File: config.mk
export PLATFORM = sky130hd
export DESIGN_NAME = mem_bus_arbiter
export DESIGN_NICKNAME = d
export VERILOG_FILES = /design/src/rtl/mem_arb_pkg.sv /design/src/rtl/mem_arb_timer.sv /design/src/rtl/mem_bus_arbiter.sv
export SDC_FILE = /design/constraint.sdc
export NUM_CORES = 1
export LEC_CHECK = 0
export CAP_MARGIN = 20
export CORE_ASPECT_RATIO = 0.8
export CORE_UTILIZATION = 25
export DETAILED_ROUTE_END_ITERATION = 8
export MAX_ROUTING_LAYER = met4
export SLEW_MARGIN = 5
export SYNTH_ARGS = -nofsm -noshare
export SYNTH_HDL_FRONTEND = slang
export SYNTH_SLANG_ARGS = --single-unit
File: constraint.sdc
create_clock -name clk -period 4 [get_ports clk]
set_input_delay 1.2 -clock clk [delete_from_list [all_inputs] [get_ports clk]]
set_output_delay 1.2 -clock clk [all_outputs]
set_load 0.005 [all_outputs]
File: src/rtl/mem_arb_pkg.sv
// ============================================================================
// Module      : mem_arb_pkg
// Description : Shared types and default constants for the IF/MEM memory bus
//               arbiter. It provides the FSM state type, the grant encoding and
//               the default values of the arbiter parameters.
// Revision    : 1.0 - initial release
// ============================================================================
`default_nettype none

package mem_arb_pkg;

    // Arbiter FSM states. IDLE must encode as zero because reset clears it.
    typedef enum logic {
        IDLE = 1'b0,
        BUSY = 1'b1
    } state_t;

    // Owner of the bus transfer currently in flight.
    typedef enum logic [1:0] {
        GNT_NONE = 2'd0,
        GNT_IF   = 2'd1,
        GNT_MEM  = 2'd2
    } grant_t;

    // Default parameter values.
    localparam int unsigned c_def_aw          = 32;
    localparam int unsigned c_def_dw          = 32;
    localparam int unsigned c_def_timeout_cyc = 16;
    localparam int unsigned c_def_max_mem_run = 4;

endpackage : mem_arb_pkg

`default_nettype wire

File: src/rtl/mem_arb_timer.sv
// ============================================================================
// Module      : mem_arb_timer
// Description : Counts the bus cycles of a transfer and flags the cycle in which
//               the transfer has to be aborted because no bus_ack arrived.
//               The count starts at 0 in the first BUSY cycle, so expired is
//               raised in the TIMEOUT_CYC-th BUSY cycle.
// Ports       : clk     - clock, rising edge
//               rst     - asynchronous active-low reset
//               clr     - clear the count (takes priority over en)
//               en      - advance the count by one
//               expired - count has reached TIMEOUT_CYC-1 while enabled
// Revision    : 1.0 - initial release
// ============================================================================
`default_nettype none

module mem_arb_timer
    import mem_arb_pkg::*;
#(
    parameter int unsigned TIMEOUT_CYC = c_def_timeout_cyc
) (
    input  logic clk,
    input  logic rst,
    input  logic clr,
    input  logic en,
    output logic expired
);

    localparam int unsigned        CW     = $clog2(TIMEOUT_CYC + 1);
    localparam logic [CW-1:0]      c_last = CW'(TIMEOUT_CYC - 1);

    logic [CW-1:0] r_tmo_cnt;

    always_ff @(posedge clk or negedge rst) begin
        if (!rst) begin
            r_tmo_cnt <= '0;
        end else if (clr) begin
            r_tmo_cnt <= '0;
        end else if (en) begin
            r_tmo_cnt <= r_tmo_cnt + CW'(1);
        end
    end

    // The owner clears the count in the same cycle it sees expired, so the
    // counter never has to wrap or saturate.
    assign expired = en && (r_tmo_cnt == c_last);

endmodule : mem_arb_timer

`default_nettype wire

File: src/rtl/mem_bus_arbiter.sv
// ============================================================================
// Module      : mem_bus_arbiter
// Description : Shares one single-port, variable-latency memory bus between the
//               IF stage (fetch) and the MEM stage (load/store). MEM has
//               priority. A starvation guard hands the bus to IF after
//               MAX_MEM_RUN consecutive MEM grants. Transfers that see no
//               bus_ack within TIMEOUT_CYC cycles are aborted with bus_err.
// Ports       : clk, rst                    - clock / async active-low reset
//               if_req, if_addr             - fetch request (held until done)
//               if_rdata, if_done           - fetched word / completion pulse
//               mem_rd, mem_wr              - load / store request (held)
//               mem_addr, mem_wdata         - load/store address and data
//               mem_rdata, mem_done         - load data / completion pulse
//               stall                       - pipeline stall (combinational)
//               bus_req, bus_we             - registered bus request / write
//               bus_addr, bus_wdata         - registered address / write data
//               bus_rdata, bus_ack          - bus read data / completion
//               bus_err                     - pulse on timeout abort
// Revision    : 1.0 - initial release
// ============================================================================
`default_nettype none

module mem_bus_arbiter
    import mem_arb_pkg::*;
#(
    parameter int unsigned AW          = c_def_aw,
    parameter int unsigned DW          = c_def_dw,
    parameter int unsigned TIMEOUT_CYC = c_def_timeout_cyc,
    parameter int unsigned MAX_MEM_RUN = c_def_max_mem_run
) (
    input  logic          clk,
    input  logic          rst,
    // IF stage
    input  logic          if_req,
    input  logic [AW-1:0] if_addr,
    output logic [DW-1:0] if_rdata,
    output logic          if_done,
    // MEM stage
    input  logic          mem_rd,
    input  logic          mem_wr,
    input  logic [AW-1:0] mem_addr,
    input  logic [DW-1:0] mem_wdata,
    output logic [DW-1:0] mem_rdata,
    output logic          mem_done,
    // pipeline control
    output logic          stall,
    // memory bus
    output logic          bus_req,
    output logic          bus_we,
    output logic [AW-1:0] bus_addr,
    output logic [DW-1:0] bus_wdata,
    input  logic [DW-1:0] bus_rdata,
    input  logic          bus_ack,
    output logic          bus_err
);

    localparam int unsigned   RW         = $clog2(MAX_MEM_RUN + 1);
    localparam logic [RW-1:0] c_run_max  = RW'(MAX_MEM_RUN);

    // ------------------------------------------------------------------------
    // Registers
    // ------------------------------------------------------------------------
    state_t        r_state;
    grant_t        r_gnt;
    logic [RW-1:0] r_run_cnt;
    logic          r_bus_req;
    logic          r_bus_we;
    logic [AW-1:0] r_bus_addr;
    logic [DW-1:0] r_bus_wdata;
    logic          r_bus_err;
    logic [DW-1:0] r_mem_rdata;
    logic [DW-1:0] r_if_rdata;
    logic          r_mem_done;
    logic          r_if_done;

    // ------------------------------------------------------------------------
    // Combinational signals
    // ------------------------------------------------------------------------
    state_t        w_state_nxt;
    grant_t        w_winner;
    grant_t        w_grant;
    logic          w_finish;
    logic          w_abort;
    logic          w_expired;
    logic          w_mem_any;
    logic          w_run_full;

    assign w_mem_any  = mem_rd | mem_wr;
    assign w_run_full = (r_run_cnt == c_run_max);

    // Priority decision on the raw requests. MEM wins unless IF is waiting and
    // MEM has already used up its run of consecutive grants.
    always_comb begin
        w_winner = GNT_NONE;
        if (w_mem_any && !(if_req && w_run_full)) begin
            w_winner = GNT_MEM;
        end else if (if_req) begin
            w_winner = GNT_IF;
        end
    end

    // ------------------------------------------------------------------------
    // FSM: state register
    // ------------------------------------------------------------------------
    always_ff @(posedge clk or negedge rst) begin
        if (!rst) begin
            r_state <= IDLE;
        end else begin
            r_state <= w_state_nxt;
        end
    end

    // ------------------------------------------------------------------------
    // FSM: next state and per-cycle control
    // ------------------------------------------------------------------------
    // On a done cycle the finishing requester still shows its old request. If
    // that requester is also the priority winner, nothing is granted this
    // cycle: its held request counts as a new one only from the next cycle,
    // and the other requester does not jump the queue while MEM still has
    // priority. This keeps MEM runs consecutive so the starvation guard works.
    always_comb begin
        w_state_nxt = r_state;
        w_grant     = GNT_NONE;
        w_finish    = 1'b0;
        w_abort     = 1'b0;
        case (r_state)
            IDLE: begin
                if ((w_winner == GNT_MEM && !r_mem_done) ||
                    (w_winner == GNT_IF  && !r_if_done)) begin
                    w_grant     = w_winner;
                    w_state_nxt = BUSY;
                end
            end
            BUSY: begin
                if (bus_ack) begin
                    w_finish = 1'b1;
                end else if (w_expired) begin
                    w_finish = 1'b1;
                    w_abort  = 1'b1;
                end
                if (w_finish) begin
                    w_state_nxt = IDLE;
                end
            end
            default: begin
                w_state_nxt = IDLE;
            end
        endcase
    end

    // ------------------------------------------------------------------------
    // Timeout counter: runs during BUSY and restarts for every transfer
    // ------------------------------------------------------------------------
    mem_arb_timer #(
        .TIMEOUT_CYC (TIMEOUT_CYC)
    ) u_timer (
        .clk     (clk),
        .rst     (rst),
        .clr     ((r_state != BUSY) || w_finish),
        .en      (r_state == BUSY),
        .expired (w_expired)
    );

    // ------------------------------------------------------------------------
    // Bus registers, done pulses and read-data registers
    // ------------------------------------------------------------------------
    always_ff @(posedge clk or negedge rst) begin
        if (!rst) begin
            r_gnt       <= GNT_NONE;
            r_bus_req   <= 1'b0;
            r_bus_we    <= 1'b0;
            r_bus_addr  <= '0;
            r_bus_wdata <= '0;
            r_bus_err   <= 1'b0;
            r_mem_rdata <= '0;
            r_if_rdata  <= '0;
            r_mem_done  <= 1'b0;
            r_if_done   <= 1'b0;
        end else begin
            r_mem_done <= 1'b0;
            r_if_done  <= 1'b0;
            r_bus_err  <= 1'b0;

            if (w_grant != GNT_NONE) begin
                r_gnt     <= w_grant;
                r_bus_req <= 1'b1;
                if (w_grant == GNT_MEM) begin
                    // A simultaneous rd+wr is resolved as a store.
                    r_bus_we    <= mem_wr;
                    r_bus_addr  <= mem_addr;
                    r_bus_wdata <= mem_wr ? mem_wdata : '0;
                end else begin
                    r_bus_we    <= 1'b0;
                    r_bus_addr  <= if_addr;
                    r_bus_wdata <= '0;
                end
            end

            if (w_finish) begin
                r_gnt     <= GNT_NONE;
                r_bus_req <= 1'b0;
                r_bus_err <= w_abort;
                if (r_gnt == GNT_MEM) begin
                    r_mem_done <= 1'b1;
                    // An aborted transfer leaves a defined zero behind; a
                    // completed store keeps the previous load data.
                    if (w_abort) begin
                        r_mem_rdata <= '0;
                    end else if (!r_bus_we) begin
                        r_mem_rdata <= bus_rdata;
                    end
                end else if (r_gnt == GNT_IF) begin
                    r_if_done  <= 1'b1;
                    r_if_rdata <= w_abort ? '0 : bus_rdata;
                end
            end
        end
    end

    // ------------------------------------------------------------------------
    // Starvation guard: consecutive MEM grants while IF is waiting
    // ------------------------------------------------------------------------
    // The count only means something while IF is waiting, so an idle IF
    // clears it even on a MEM grant.
    always_ff @(posedge clk or negedge rst) begin
        if (!rst) begin
            r_run_cnt <= '0;
        end else if (r_state == IDLE) begin
            if (w_grant == GNT_IF || !if_req) begin
                r_run_cnt <= '0;
            end else if (w_grant == GNT_MEM && !w_run_full) begin
                r_run_cnt <= r_run_cnt + RW'(1);
            end
        end
    end

    // ------------------------------------------------------------------------
    // Outputs
    // ------------------------------------------------------------------------
    assign stall     = (w_mem_any & ~r_mem_done) | (if_req & ~r_if_done);
    assign bus_req   = r_bus_req;
    assign bus_we    = r_bus_we;
    assign bus_addr  = r_bus_addr;
    assign bus_wdata = r_bus_wdata;
    assign bus_err   = r_bus_err;
    assign mem_rdata = r_mem_rdata;
    assign if_rdata  = r_if_rdata;
    assign mem_done  = r_mem_done;
    assign if_done   = r_if_done;

endmodule : mem_bus_arbiter

`default_nettype wire

* After elaboration in Yosys (flattened, before gate mapping)
Cells that the tools add are included.
Word-level totals: bits of input ports 134, word-level logic and storage cells 87, bits in writable memories 0, bits in read-only memories 0, register bits 144, memories 0, latch bits 0
Cells by class: reductions and logical operators 21, magnitude comparators 0, shifts and indexed selects 0, equal/unequal tests 9, multiply operators 0, multiplexer cells 34, bitwise logic cells 8, add/sub/neg operators 2, divide/modulo/power cells 0
Operator list (number):
- $mux W32 | 6
- $mux W1 | 18
- $mux W2 | 5
- $mux W5 | 2
- $reduce_bool A2 Y1 | 4
- $eq A2 B1 Y1 const B | 3
- $eq A2 B2 Y1 const B | 3
- $logic_and A1 B1 Y1 | 6
- $mux W3 | 2
- $reduce_and A3 Y1 | 2
- $add A5 B1 Y5 const B | 1
- $eq A5 B4 Y1 const B | 1
- $logic_not A1 Y1 | 5
- $not A1 Y1 | 4
- $add A3 B1 Y3 const B | 1
- $eq A3 B3 Y1 const B | 1
- $logic_or A1 B1 Y1 | 3
- $and A1 B1 Y1 | 2
- $ne A2 B1 Y1 const B | 1
- $or A1 B1 Y1 | 2
- $pmux W1 S2 | 1
- $reduce_and A2 Y1 | 1

* Depth between registers and ports, before layout
word-level depth 14, mapped depth 9

* Hierarchy
A second synthesis with hierarchy kept.
Second synthesis, totals: cells, all modules 507, area total of the unflattened synthesis 5730.5 um^2
Modules (own cells, without submodules):
- mem_bus_arbiter | sequential area each 3478.3 um^2, cells an instance 483, area an instance 5445.2 um^2, times used 1
- mem_arb_timer | sequential area each 125.1 um^2, cells an instance 24, area an instance 285.3 um^2, times used 1

* Least setup slack after synthesis
Ideal clock, no wire load.
path type input to output, from input port mem_wr, to output port stall, setup slack 1.261 ns, data arrival time 1.539 ns, buffers on the path 0, stages on the path 2, cells stage by stage o21bai_1 nand2_1
On the way: word-level cells in the longest chain between the ends 3
RTL lines:
- start: declaration | RTL line mem_bus_arbiter.sv:40 | input logic mem_wr,
- $or A1 B1 Y1 | RTL line mem_bus_arbiter.sv:88 | assign w_mem_any = mem_rd | mem_wr;
- $and A1 B1 Y1 | RTL line mem_bus_arbiter.sv:240 | assign stall = (w_mem_any & ~r_mem_done) | (if_req & ~r_if_done);
- $or A1 B1 Y1 | RTL line mem_bus_arbiter.sv:240
- end: declaration | RTL line mem_bus_arbiter.sv:46 | output logic stall,
Every way passes these cells.

* Worst setup path in the final report
Same ends and word-level chain as after synthesis.

==> metrics <==
Synth top area share=0.6296; Startpoint Class=input pin; top_reg_cell synth=dfrtp_1; final setup fails=0; CP most frequent cell=clkdlybuf4s50_1; Crit Path Category=input pin to output pin; P_int=0.004628 W; Resized Gates After CTS=0; largest cells by area after synthesis=dfrtp_1, o22a_1, nand2_1; htree depth=4; Sequential cell area=3603 µm²; post-DP HPWL=11.79 mm; Buffers & Inverters on Critical Path=2; Synth Area in Compound Gates=0.2239; Nets=895; CTS Buf Count=17; switching portion of total power=0.3075; clock share of power=0.236; routed wl met3=1.022 mm; Worst R2R Setup Slack=1670 ps; Post-synth EDFFs=0; Max Cap Viol=0; clock root buffer=clkbuf_16; post-synthesis instance area=5723 µm²; met2 WL=7.810 mm; worst-margin pin slew=716.8 ps; Initial Util=0.2550; cells after synthesis=501; largest family of logic cells by synthesized area=compound AO/OA/AOI/OAI gates; Overall Global Routing Usage=0.1497; core area=22440 µm²; Seq cells post-synth=144; Die Span Y=137.3 µm; worst setup path startpoint=mem_wr; first-pass GRT wire length=26.16 mm; syn nets=639; Reg power frac=0.364; worst r2r src=u_timer.r_tmo_cnt[0]$_DFFE_PN0P_; LEAKAGE=3.999 nW; clock-pin slew on the worst setup and hold paths=60 ps; die area=23500 µm²; hold slack=461.3 ps; GP Congestion=0.7616; Hold Buf Count CTS=0; highest metal used=met4; P per Cell Area=720.6 nW/µm²; Fin Setup TNS=0 ps; Ys Warns=0; die width=171.2 µm; number of setup buffers added after CTS=0; run status=completed; combinational power share=0.400; Final ANT Viol Nets=0; Layout Skew=9.185 ps; Worst Path Arrival=2510 ps; Antenna diodes=0; DRT met1 WL=8.015 mm; clk sink count=144; highest clock rate=269.7 MHz; clock latency on the worst-skew pair=420 ps; Final Util=0.4133; VDD IR-drop max=0.2801 mV; family with the most delay on the worst path=buffers and inverters; Worst path max stage delay=460 ps; Total Power=0.006683 W; fill count=2209; worst hold path type=register to register; vias=4707; Synth area leader=dfrtp_1; Crit-path slowest cell=clkdlybuf4s50_1; Iteration-0 DRC Markers=177; I/O Buffers=267; Area Overhead vs Synth=62.05%; hold path start=u_timer.r_tmo_cnt[0]$_DFFE_PN0P_; DR pass1 iterations=4; WL/cell=15.88 µm; Post-Synth Adder-Cell Area=0.008745; ys async rst share=1.000; RSZ-0062 raised after global routing=false; placed cells=1043; Post-route DRC=0; Max FO, Critical Path=5; most common cell after layout, fill and taps aside=clkdlybuf4s50_1; vias per inst=4.379; post-synthesis mux area share=0.001749; relative slew slack=0.5221; simple-gate portion of the synthesized area=0.08854; initial antenna violation count=0; vias in the first global route=4741; share of layout cells above drive strength 1=0.06242; pin count of the biggest net entering global routing=75; Final Hold Fails=0; Non-Filler Instances=1075; average cell area after synthesis=11.42 µm²; area occupied by multi-input gates=1877 µm²; net load switching power=0.002055 W; cell row count=49; Crit. End Element=output pin; Synth cell types=37; WL final=17.07 mm; CTS tree=yes; commonest non-fill, non-tap cells in the layout=clkdlybuf4s50_1, dfrtp_1, nand2_1; Max Slew Vio Count=0; XOR/XNOR share of the synthesized area=0.004591; min Tclk post-route=3707 ps; total grt overflow=0; WP data required=2800 ps; clk buf depth=2; Final period util=0.9268; Boundary Pins=268; register area share after synthesis=0.6296; worst-path cell chain=clkdlybuf4s50_1 -> o21bai_1 -> nand2_1 -> clkdlybuf4s50_1
## cells in the mapped netlist, drive strengths merged (2+ instances only)
cell / count
xnor2: 2
a21oi: 2
dfrtp: 144
a22o: 32
nand2b: 2
nand3: 4
o21ai: 66
buf: 24
nor2: 8
a21o: 2
ha: 4
inv: 9
o22a: 64
nand2: 102
clkbuf: 17
## flip-flops by register name, summed over array words and instances, names as in the netlist
register           cells
bus_addr              32
bus_wdata             32
if_rdata              32
mem_rdata             32
u_timer.r_tmo_cnt      5
r_run_cnt              3
r_gnt                  2
bus_err                1
bus_req                1
bus_we                 1
if_done                1
mem_done               1
r_state                1
## final timing paths
path / depth (start not counted) / endpoint
min in group asynchronous: 1 / bus_wdata[30]$_DFFE_PN0P_
worst max-delay path: 4 / stall
max in group asynchronous: 2 / bus_addr[24]$_DFFE_PN0P_
worst min-delay path: 1 / u_timer.r_tmo_cnt[0]$_DFFE_PN0P_
worst max register to register: 7 / mem_rdata[28]$_DFFE_PN0P_
worst min register to register: 1 / u_timer.r_tmo_cnt[0]$_DFFE_PN0P_
## worst reg2reg max path, stage by stage (launching register included)
cell,delay [ps]
dfrtp_1,390
ha_1,220
and3_1,190
ha_1,200
nor2_1,330
a2111o_2,460
buf_4,300
o21ai_0,120
## kinds of logic (layout without fill, tap and decap cells)
family | after synthesis | count (layout)
mux | 1 | 1
buf+inv | 50 | 318
simple gates | 123 | 123
xor+xnor | 3 | 3
fa+ha+maj | 4 | 4
compound gates | 176 | 176
flops | 144 | 144
## power groups by stage
stage | combinational [W] | sequential, W | clock [W]
final | 0.00267 | 0.00243 | 0.00158
after global routing | 0.00292 | 0.00252 | 0.00169
after CTS | 0.00271 | 0.00244 | 0.00164
after detailed placement | 0.00271 | 0.00245 | 0
after global placement | 0.00269 | 0.00244 | 0
after floorplan | 0.00101 | 0.00248 | 0
## per-layer routing
layer  up-vias  GRT usage
met5         -          -
li1       2292          -
met3        14    0.04165
met2       142     0.2276
met4         0    0.04762
met1      2259     0.1926
## metrics by stage
| step | setup WS (ps) | instance area (µm²) |
|---|---|---|
| after floorplan | 1261 | 5723 |
| after global placement | 294.7 | 8671 |
| after detailed placement | 300.7 | 8671 |
| after CTS | 284.8 | 9254 |
| after global routing | 222.1 | 9274 |
| final | 292.8 | 9274 |
## area by class of cell
type                    instances  area share
flip-flops and latches        144      0.3886
repair buffers                278      0.3013
multi-input cells             307      0.2024
clock buffers                  17     0.04587
well taps                     306     0.04128
clock inverters                14     0.01700
inverters                       9    0.003643
Note: power is estimated with default switching activity, not from simulation.
